### config.mk
export PLATFORM = sky130hd
export DESIGN_NAME = multdiv_ctrl
export DESIGN_NICKNAME = d
export VERILOG_FILES = /design/src/rtl/execute_pkg.sv /design/src/rtl/div_radix2.sv /design/src/rtl/multdiv_ctrl.sv
export SDC_FILE = /design/constraint.sdc
export NUM_CORES = 2
export LEC_CHECK = 0
export ABC_CLOCK_PERIOD_IN_PS = 10610
export BUFFER_PORTS_ARGS = -buffer_cell sky130_fd_sc_hd__buf_2
export CAP_MARGIN = 15
export CORE_MARGIN = 2
export CORE_UTILIZATION = 65
export CTS_CLUSTER_SIZE = 10
export DETAILED_ROUTE_END_ITERATION = 8
export HOLD_SLACK_MARGIN = 0.12
export PLACE_DENSITY = 0.83
export SYNTH_ARGS = -nofsm -noshare
export SYNTH_HDL_FRONTEND = slang
export SYNTH_SLANG_ARGS = --single-unit
### constraint.sdc
create_clock -name clk -period 10.61 [get_ports clk]
set_input_delay 2.122 -clock clk [delete_from_list [all_inputs] [get_ports clk]]
set_output_delay 2.122 -clock clk [all_outputs]
set_load 0.03 [all_outputs]
### src/rtl/execute_pkg.sv
// Shared execute-stage types: multicycle op encoding, multdiv FSM states,
// default multiplier latency and small sign helpers.
package execute_pkg;

   typedef enum logic [2:0] {
      MC_NONE  = 3'd0,
      MC_MULT  = 3'd1,
      MC_MULTU = 3'd2,
      MC_DIV   = 3'd3,
      MC_DIVU  = 3'd4
   } multicycle_t;

   typedef enum logic [1:0] {
      MD_IDLE = 2'd0,
      MD_MUL  = 2'd1,
      MD_DIV  = 2'd2,
      MD_DONE = 2'd3
   } multdiv_state_t;

   localparam int MUL_LATENCY_DEFAULT = 2;

   function automatic logic [31:0] abs32(input logic [31:0] v, input logic is_signed);
      abs32 = (is_signed && v[31]) ? (32'd0 - v) : v;
   endfunction

   function automatic logic [31:0] neg_if(input logic [31:0] v, input logic neg);
      neg_if = neg ? (32'd0 - v) : v;
   endfunction

endpackage

### src/rtl/div_radix2.sv
// Radix-2 restoring divider on 32-bit magnitudes. start loads the operands,
// each step retires one quotient bit; quo_next/rem_next expose the step result.
module div_radix2 (
   input  logic        clk,
   input  logic        resetn,
   input  logic        start,
   input  logic        step,
   input  logic [31:0] dividend,
   input  logic [31:0] divisor,
   output logic [31:0] quo_next,
   output logic [31:0] rem_next
);

   logic [31:0] quo_r;
   logic [31:0] rem_r;
   logic [31:0] div_r;
   logic [32:0] diff_s;

   assign diff_s = {rem_r, quo_r[31]} - {1'b0, div_r};

   // One restoring step: keep the shifted remainder when the trial subtract goes negative
   always_comb begin
      if (diff_s[32]) begin
         rem_next = {rem_r[30:0], quo_r[31]};
         quo_next = {quo_r[30:0], 1'b0};
      end else begin
         rem_next = diff_s[31:0];
         quo_next = {quo_r[30:0], 1'b1};
      end
   end

   // Operand load and per-step update of the quotient/remainder shift pair
   always_ff @(posedge clk or negedge resetn) begin
      if (!resetn) begin
         quo_r <= 32'd0;
         rem_r <= 32'd0;
         div_r <= 32'd0;
      end else if (start) begin
         quo_r <= dividend;
         rem_r <= 32'd0;
         div_r <= divisor;
      end else if (step) begin
         quo_r <= quo_next;
         rem_r <= rem_next;
      end else begin
         quo_r <= quo_r;
         rem_r <= rem_r;
         div_r <= div_r;
      end
   end

endmodule

### src/rtl/multdiv_ctrl.sv
// Execute-stage multiply/divide sequencer: stalls E while an op is in flight and
// presents HI/LO for one released cycle. MULTDIV_DIV_EARLY_EN enables trivial-divide bypass.
module multdiv_ctrl
   import execute_pkg::*;
#(
   parameter int MUL_LATENCY = MUL_LATENCY_DEFAULT
) (
   input  logic        clk,
   input  logic        resetn,
   input  logic        valid_i,
   input  multicycle_t op_i,
   input  logic [31:0] a_i,
   input  logic [31:0] b_i,
   input  logic        e_stall_i,
   input  logic        flush_i,
   output logic        stall_o,
   output logic        done_o,
   output logic [31:0] hi_o,
   output logic [31:0] lo_o
);

   multdiv_state_t state_r;
   logic [4:0]  cnt_r;
   logic        neg_q_r;
   logic        neg_r_r;

   logic        is_mul_s;
   logic        is_div_s;
   logic        signed_s;
   logic        start_s;
   logic        neg_q_s;
   logic        neg_r_s;
   logic [31:0] a_mag_s;
   logic [31:0] b_mag_s;
   logic [63:0] a_ext_s;
   logic [63:0] b_ext_s;
   logic [63:0] mul_issue_s;
   logic [63:0] mul_res_s;
   logic [31:0] quo_nxt_s;
   logic [31:0] rem_nxt_s;
   logic        div_start_s;
   logic        div_step_s;

   // Op decode into class and signedness
   always_comb begin
      is_mul_s = 1'b0;
      is_div_s = 1'b0;
      signed_s = 1'b0;
      case (op_i)
         MC_MULT:  begin is_mul_s = 1'b1; signed_s = 1'b1; end
         MC_MULTU: begin is_mul_s = 1'b1; signed_s = 1'b0; end
         MC_DIV:   begin is_div_s = 1'b1; signed_s = 1'b1; end
         MC_DIVU:  begin is_div_s = 1'b1; signed_s = 1'b0; end
         default:  begin is_mul_s = 1'b0; is_div_s = 1'b0; end
      endcase
   end

   assign start_s = valid_i && (is_mul_s || is_div_s) && !flush_i;
   assign a_mag_s = abs32(a_i, signed_s);
   assign b_mag_s = abs32(b_i, signed_s);
   assign neg_q_s = signed_s && (a_i[31] ^ b_i[31]);
   assign neg_r_s = signed_s && a_i[31];

   // Sign-extending to 64 bits lets one modulo-2^64 multiply serve both MULT and MULTU
   assign a_ext_s     = {{32{signed_s & a_i[31]}}, a_i};
   assign b_ext_s     = {{32{signed_s & b_i[31]}}, b_i};
   assign mul_issue_s = a_ext_s * b_ext_s;

   generate
      if (MUL_LATENCY == 1) begin : g_mul_direct
         assign mul_res_s = mul_issue_s;
      end else begin : g_mul_pipe
         logic [63:0] mul_pipe_r [MUL_LATENCY-1];

         // Product register followed by delay stages; the output register is the last stage
         always_ff @(posedge clk or negedge resetn) begin
            if (!resetn) begin
               for (int i = 0; i < MUL_LATENCY-1; i++) begin
                  mul_pipe_r[i] <= 64'd0;
               end
            end else begin
               mul_pipe_r[0] <= mul_issue_s;
               for (int i = 1; i < MUL_LATENCY-1; i++) begin
                  mul_pipe_r[i] <= mul_pipe_r[i-1];
               end
            end
         end

         assign mul_res_s = mul_pipe_r[MUL_LATENCY-2];
      end
   endgenerate

`ifdef MULTDIV_DIV_EARLY_EN
   logic        early_s;
   logic [31:0] early_q_s;
   assign early_s   = (b_mag_s == 32'd0) || (a_mag_s < b_mag_s);
   assign early_q_s = (b_mag_s == 32'd0) ? 32'hFFFF_FFFF : 32'd0;
`endif

   assign div_start_s = (state_r == MD_IDLE) && start_s && is_div_s;
   assign div_step_s  = (state_r == MD_DIV) && !flush_i;

   div_radix2 u_div (
      .clk      (clk),
      .resetn   (resetn),
      .start    (div_start_s),
      .step     (div_step_s),
      .dividend (a_mag_s),
      .divisor  (b_mag_s),
      .quo_next (quo_nxt_s),
      .rem_next (rem_nxt_s)
   );

   // Stall is combinational so the issue cycle itself holds E
   assign stall_o = resetn && !flush_i &&
                    (((state_r == MD_IDLE) && start_s) ||
                     (state_r == MD_MUL) || (state_r == MD_DIV));

   // Sequencer FSM with registered done/result outputs
   always_ff @(posedge clk or negedge resetn) begin
      if (!resetn) begin
         state_r <= MD_IDLE;
         cnt_r   <= 5'd0;
         neg_q_r <= 1'b0;
         neg_r_r <= 1'b0;
         done_o  <= 1'b0;
         hi_o    <= 32'd0;
         lo_o    <= 32'd0;
      end else if (flush_i) begin
         state_r <= MD_IDLE;
         cnt_r   <= 5'd0;
         done_o  <= 1'b0;
         hi_o    <= 32'd0;
         lo_o    <= 32'd0;
      end else begin
         case (state_r)
            MD_IDLE: begin
               if (start_s) begin
                  neg_q_r <= neg_q_s;
                  neg_r_r <= neg_r_s;
                  if (is_mul_s && (MUL_LATENCY == 1)) begin
                     state_r <= MD_DONE;
                     done_o  <= 1'b1;
                     hi_o    <= mul_issue_s[63:32];
                     lo_o    <= mul_issue_s[31:0];
                  end else if (is_mul_s) begin
                     state_r <= MD_MUL;
                     cnt_r   <= 5'(MUL_LATENCY - 1);
`ifdef MULTDIV_DIV_EARLY_EN
                  end else if (early_s) begin
                     state_r <= MD_DONE;
                     done_o  <= 1'b1;
                     hi_o    <= neg_if(a_mag_s, neg_r_s);
                     lo_o    <= neg_if(early_q_s, neg_q_s);
`endif
                  end else begin
                     state_r <= MD_DIV;
                     cnt_r   <= 5'd31;
                  end
               end else begin
                  state_r <= MD_IDLE;
               end
            end
            MD_MUL: begin
               // The result leaves the pipe as the count drains to zero
               if (cnt_r == 5'd1) begin
                  state_r <= MD_DONE;
                  cnt_r   <= 5'd0;
                  done_o  <= 1'b1;
                  hi_o    <= mul_res_s[63:32];
                  lo_o    <= mul_res_s[31:0];
               end else begin
                  cnt_r <= cnt_r - 5'd1;
               end
            end
            MD_DIV: begin
               if (cnt_r == 5'd0) begin
                  state_r <= MD_DONE;
                  done_o  <= 1'b1;
                  hi_o    <= neg_if(rem_nxt_s, neg_r_r);
                  lo_o    <= neg_if(quo_nxt_s, neg_q_r);
               end else begin
                  cnt_r <= cnt_r - 5'd1;
               end
            end
            MD_DONE: begin
               if (!e_stall_i) begin
                  state_r <= MD_IDLE;
                  done_o  <= 1'b0;
                  hi_o    <= 32'd0;
                  lo_o    <= 32'd0;
               end else begin
                  state_r <= MD_DONE;
               end
            end
            default: begin
               state_r <= MD_IDLE;
               cnt_r   <= 5'd0;
               done_o  <= 1'b0;
               hi_o    <= 32'd0;
               lo_o    <= 32'd0;
            end
         endcase
      end
   end

endmodule

==> metrics.cfg <==
[run_status]
status=complete, no violations

[sta]
worstMarginPinSlew_ns=1.02
timing.final.max_slew_violations=0
rsz0062_at_grt=no
relSlewSlack_pct=32.1
timing.final.crit_share_pct=96.7
fmax_ghz=0.0975
setup_viol=0
setup_ws_ns=0.351
fin_hold_ws_ns=0.477
fin_skew_ns=0.0174
finalCriticalPeriod_ns=10.26
final_hold_viol_count=0

[die]
start_util_pct=65.9
dieArea_um2=82600
die_w_um=287
coreArea_um2=79300
ioPinCount=138
die_h_um=287
num_rows=103

[worst_setup_path]
worst_path_most_repeated_cell=fa_1
reg2reg_depth=21
worst_ep_arrival_time_ns=10.70
setup.worst_path.end=g_mul_pipe.mul_pipe_r[60]
critical_path_depth=26
max_stage_delay_ns=0.58
cp-start-kind=input pin
crit_family=adder cells
critical_path_buf_inv_count=5
crit_slowest_cell=fa_1
timing.rr.end=hi_o[22]
cp-end-kind=register
r2r_slack_ns=3.80
timing.rr.start=u_div.quo_r[31]
cp_max_fo=21
critPathKind=input pin to register
required_ns=11.05
startpoint=b_i[0]

[place]
gp_congestion=0.982
post-dp-hpwl_um=124000
placement.io_buffers=137
place_ws_ns=-0.0606
place_area_um2=54000
dp.cells=6858

[synthesis]
synth_top_area_share_pct=43.2
synth.distinct_cells=80
synth_area_leaders=fa_1, dfrtp_1, inv_1
seq_area_frac_synth_pct=11.2
netlist_area_um2=52200
synth_area_leader_cell=fa_1
ys_ff_latch=234
synth_flop_cell=dfrtp_1
syn_nets=7357
ys_top_cells_by_count=inv_1, fa_1, nand2_1
yosysWarnings=0
syn_avg_cell_area_um2=8.85
synth_most_common_cell=inv_1
synthArstFlopShare_pct=100
syn-instance-count=5904
synth_edf_count=0

[route]
vias=42200
drc=0
wire_per_inst_um=22.7
ant_nets=0
wirelength_um=157000
drtIter0Drc=4474
firstDrtPassIters=6
viasPerCell=6.11

[grt]
grt_pass1_wl_um=249000
grt_pass1_vias=44500
grt_max_degree=116
antenna_found_initial=23
grt-ovfl-total=0
grt_use_total_pct=39.2

[final_layout]
final_cells=6912
area.growth.synth_to_final_pct=4.95
finalInstanceArea_um2=54800
nets=7291
final_layout_size_suffix_gt1_share_pct=5.87

[clocking]
cts_buffer_depth=3
clkTransAtPathRegs_ns=0.06
clockRootBuffer=clkbuf_16
ctsHoldBuffers=0
h-tree-depth=1
cts.sinks=234
cts_setup_buffers=0
cts_tree=yes
ctsResizeCount=0
cts_made_buffers=28
clk_latency_ns=0.57

[worst_hold_path]
hp-class=register to register
hold_depth=2

[run]
cap_violations=0

[per-layer routing]
metal	global-route usage (%)	wire length (um)	vias to the layer above
met4	19.3	8960	18
li1	-	-	17700
met5	1.10	218	-
met3	11.3	19900	575
met1	50.4	56000	21400
met2	61.3	71900	2574
[sequential cells by signal (all words and copies together), names as in the netlist]
signal                 flops
hi_o                      32
neg_r_r                    1
neg_q_r                    1
u_div.quo_r               32
done_o                     1
lo_o                      32
u_div.div_r               32
g_mul_pipe.mul_pipe_r     64
u_div.rem_r               32
cnt_r                      5
state_r                    2
[cell type report]
type	count	area [um^2]
Inverter	1215	4560
Timing Repair Buffer	272	1810
Clock inverter	3	26.3
Sequential cell	234	5860
Antenna cell	15	37.5
Clock buffer	36	751
Tap cell	1050	1310
Fill cell	6025	24400
Multi-Input combinational cell	4087	40500
[worst min-delay path, delay by kind of cell, from the launching register on]
kind / cells / cell delay, ns
compound gates: 1 / 0.06
flops: 1 / 0.34
simple gates: 1 / 0.05
[cells by family (layout without fill, tap and decap cells)]
| group | after synthesis | in the layout | share of synthesized area [%] |
|---|---|---|---|
| buffers and inverters | 1583 | 1526 | 11.4 |
| AND/OR/NAND/NOR | 1836 | 1836 | 16.0 |
| adder cells (fa/ha/maj) | 1381 | 1381 | 49.3 |
| AO/OA/AOI/OAI | 639 | 639 | 8.22 |
| multiplexers | 24 | 24 | 0.467 |
| XOR/XNOR | 207 | 207 | 3.47 |
| flip-flops | 234 | 234 | 11.2 |
| other | 0 | 15 | 0 |
[placed cells by master, fill, tap and decap left out, types with 10 or more instances in the layout]
cell / Yosys / routed
o211ai_1: 11 / 11
o21ai_0: 117 / 117
and3_1: 31 / 31
o21bai_1: 15 / 15
xor2_1: 67 / 67
a21boi_0: 15 / 15
or4_1: 16 / 16
o41ai_1: 10 / 10
a21oi_1: 156 / 156
o31ai_1: 21 / 21
a31oi_1: 49 / 49
a211oi_1: 39 / 39
mux2i_1: 21 / 21
nand2_1: 957 / 956
nand2b_1: 39 / 38
o22ai_1: 10 / 10
a221oi_1: 48 / 48
o21a_1: 21 / 21
fa_1: 1126 / 1126
a21o_1: 47 / 47
inv_1: 1214 / 1214
nor2b_1: 18 / 16
nor3_1: 101 / 100
or3_1: 22 / 22
dfrtp_1: 234 / 234
diode_2: 0 / 15
and2_1: 295 / 295
nor4_1: 19 / 19
buf_4: 0 / 127
clkbuf_16: 0 / 28
nand3_1: 42 / 42
buf_2: 7 / 136
ha_1: 255 / 254
nand4_1: 12 / 12
nor2_1: 256 / 255
xnor2_1: 140 / 140
[how the worst min path moves through the flow]
stage / startpoint / endpoint / slack [ns]
2_1_floorplan: u_div.div_r[14] / u_div.div_r[14] / 0.45
3_3_place_gp: u_div.div_r[21] / u_div.div_r[21] / 0.46
3_5_place_dp: u_div.div_r[24] / u_div.div_r[24] / 0.47
4_1_cts: u_div.div_r[24] / u_div.div_r[24] / 0.48
5_1_grt: u_div.div_r[16] / u_div.div_r[16] / 0.51
6_report: u_div.div_r[24] / u_div.div_r[24] / 0.48
[per-stage QoR]
stage                     TNS, ns  util (%)
after global routing            0      69.1
after CTS                       0      69.1
final                           0      69.2
after floorplan                 0         -
after detailed placement  -0.0606      68.1
after global placement          0      68.1
Power is left out: the tool's default activity adds up to more than one toggle a clock period on the data nets, which glitch-free logic cannot reach.
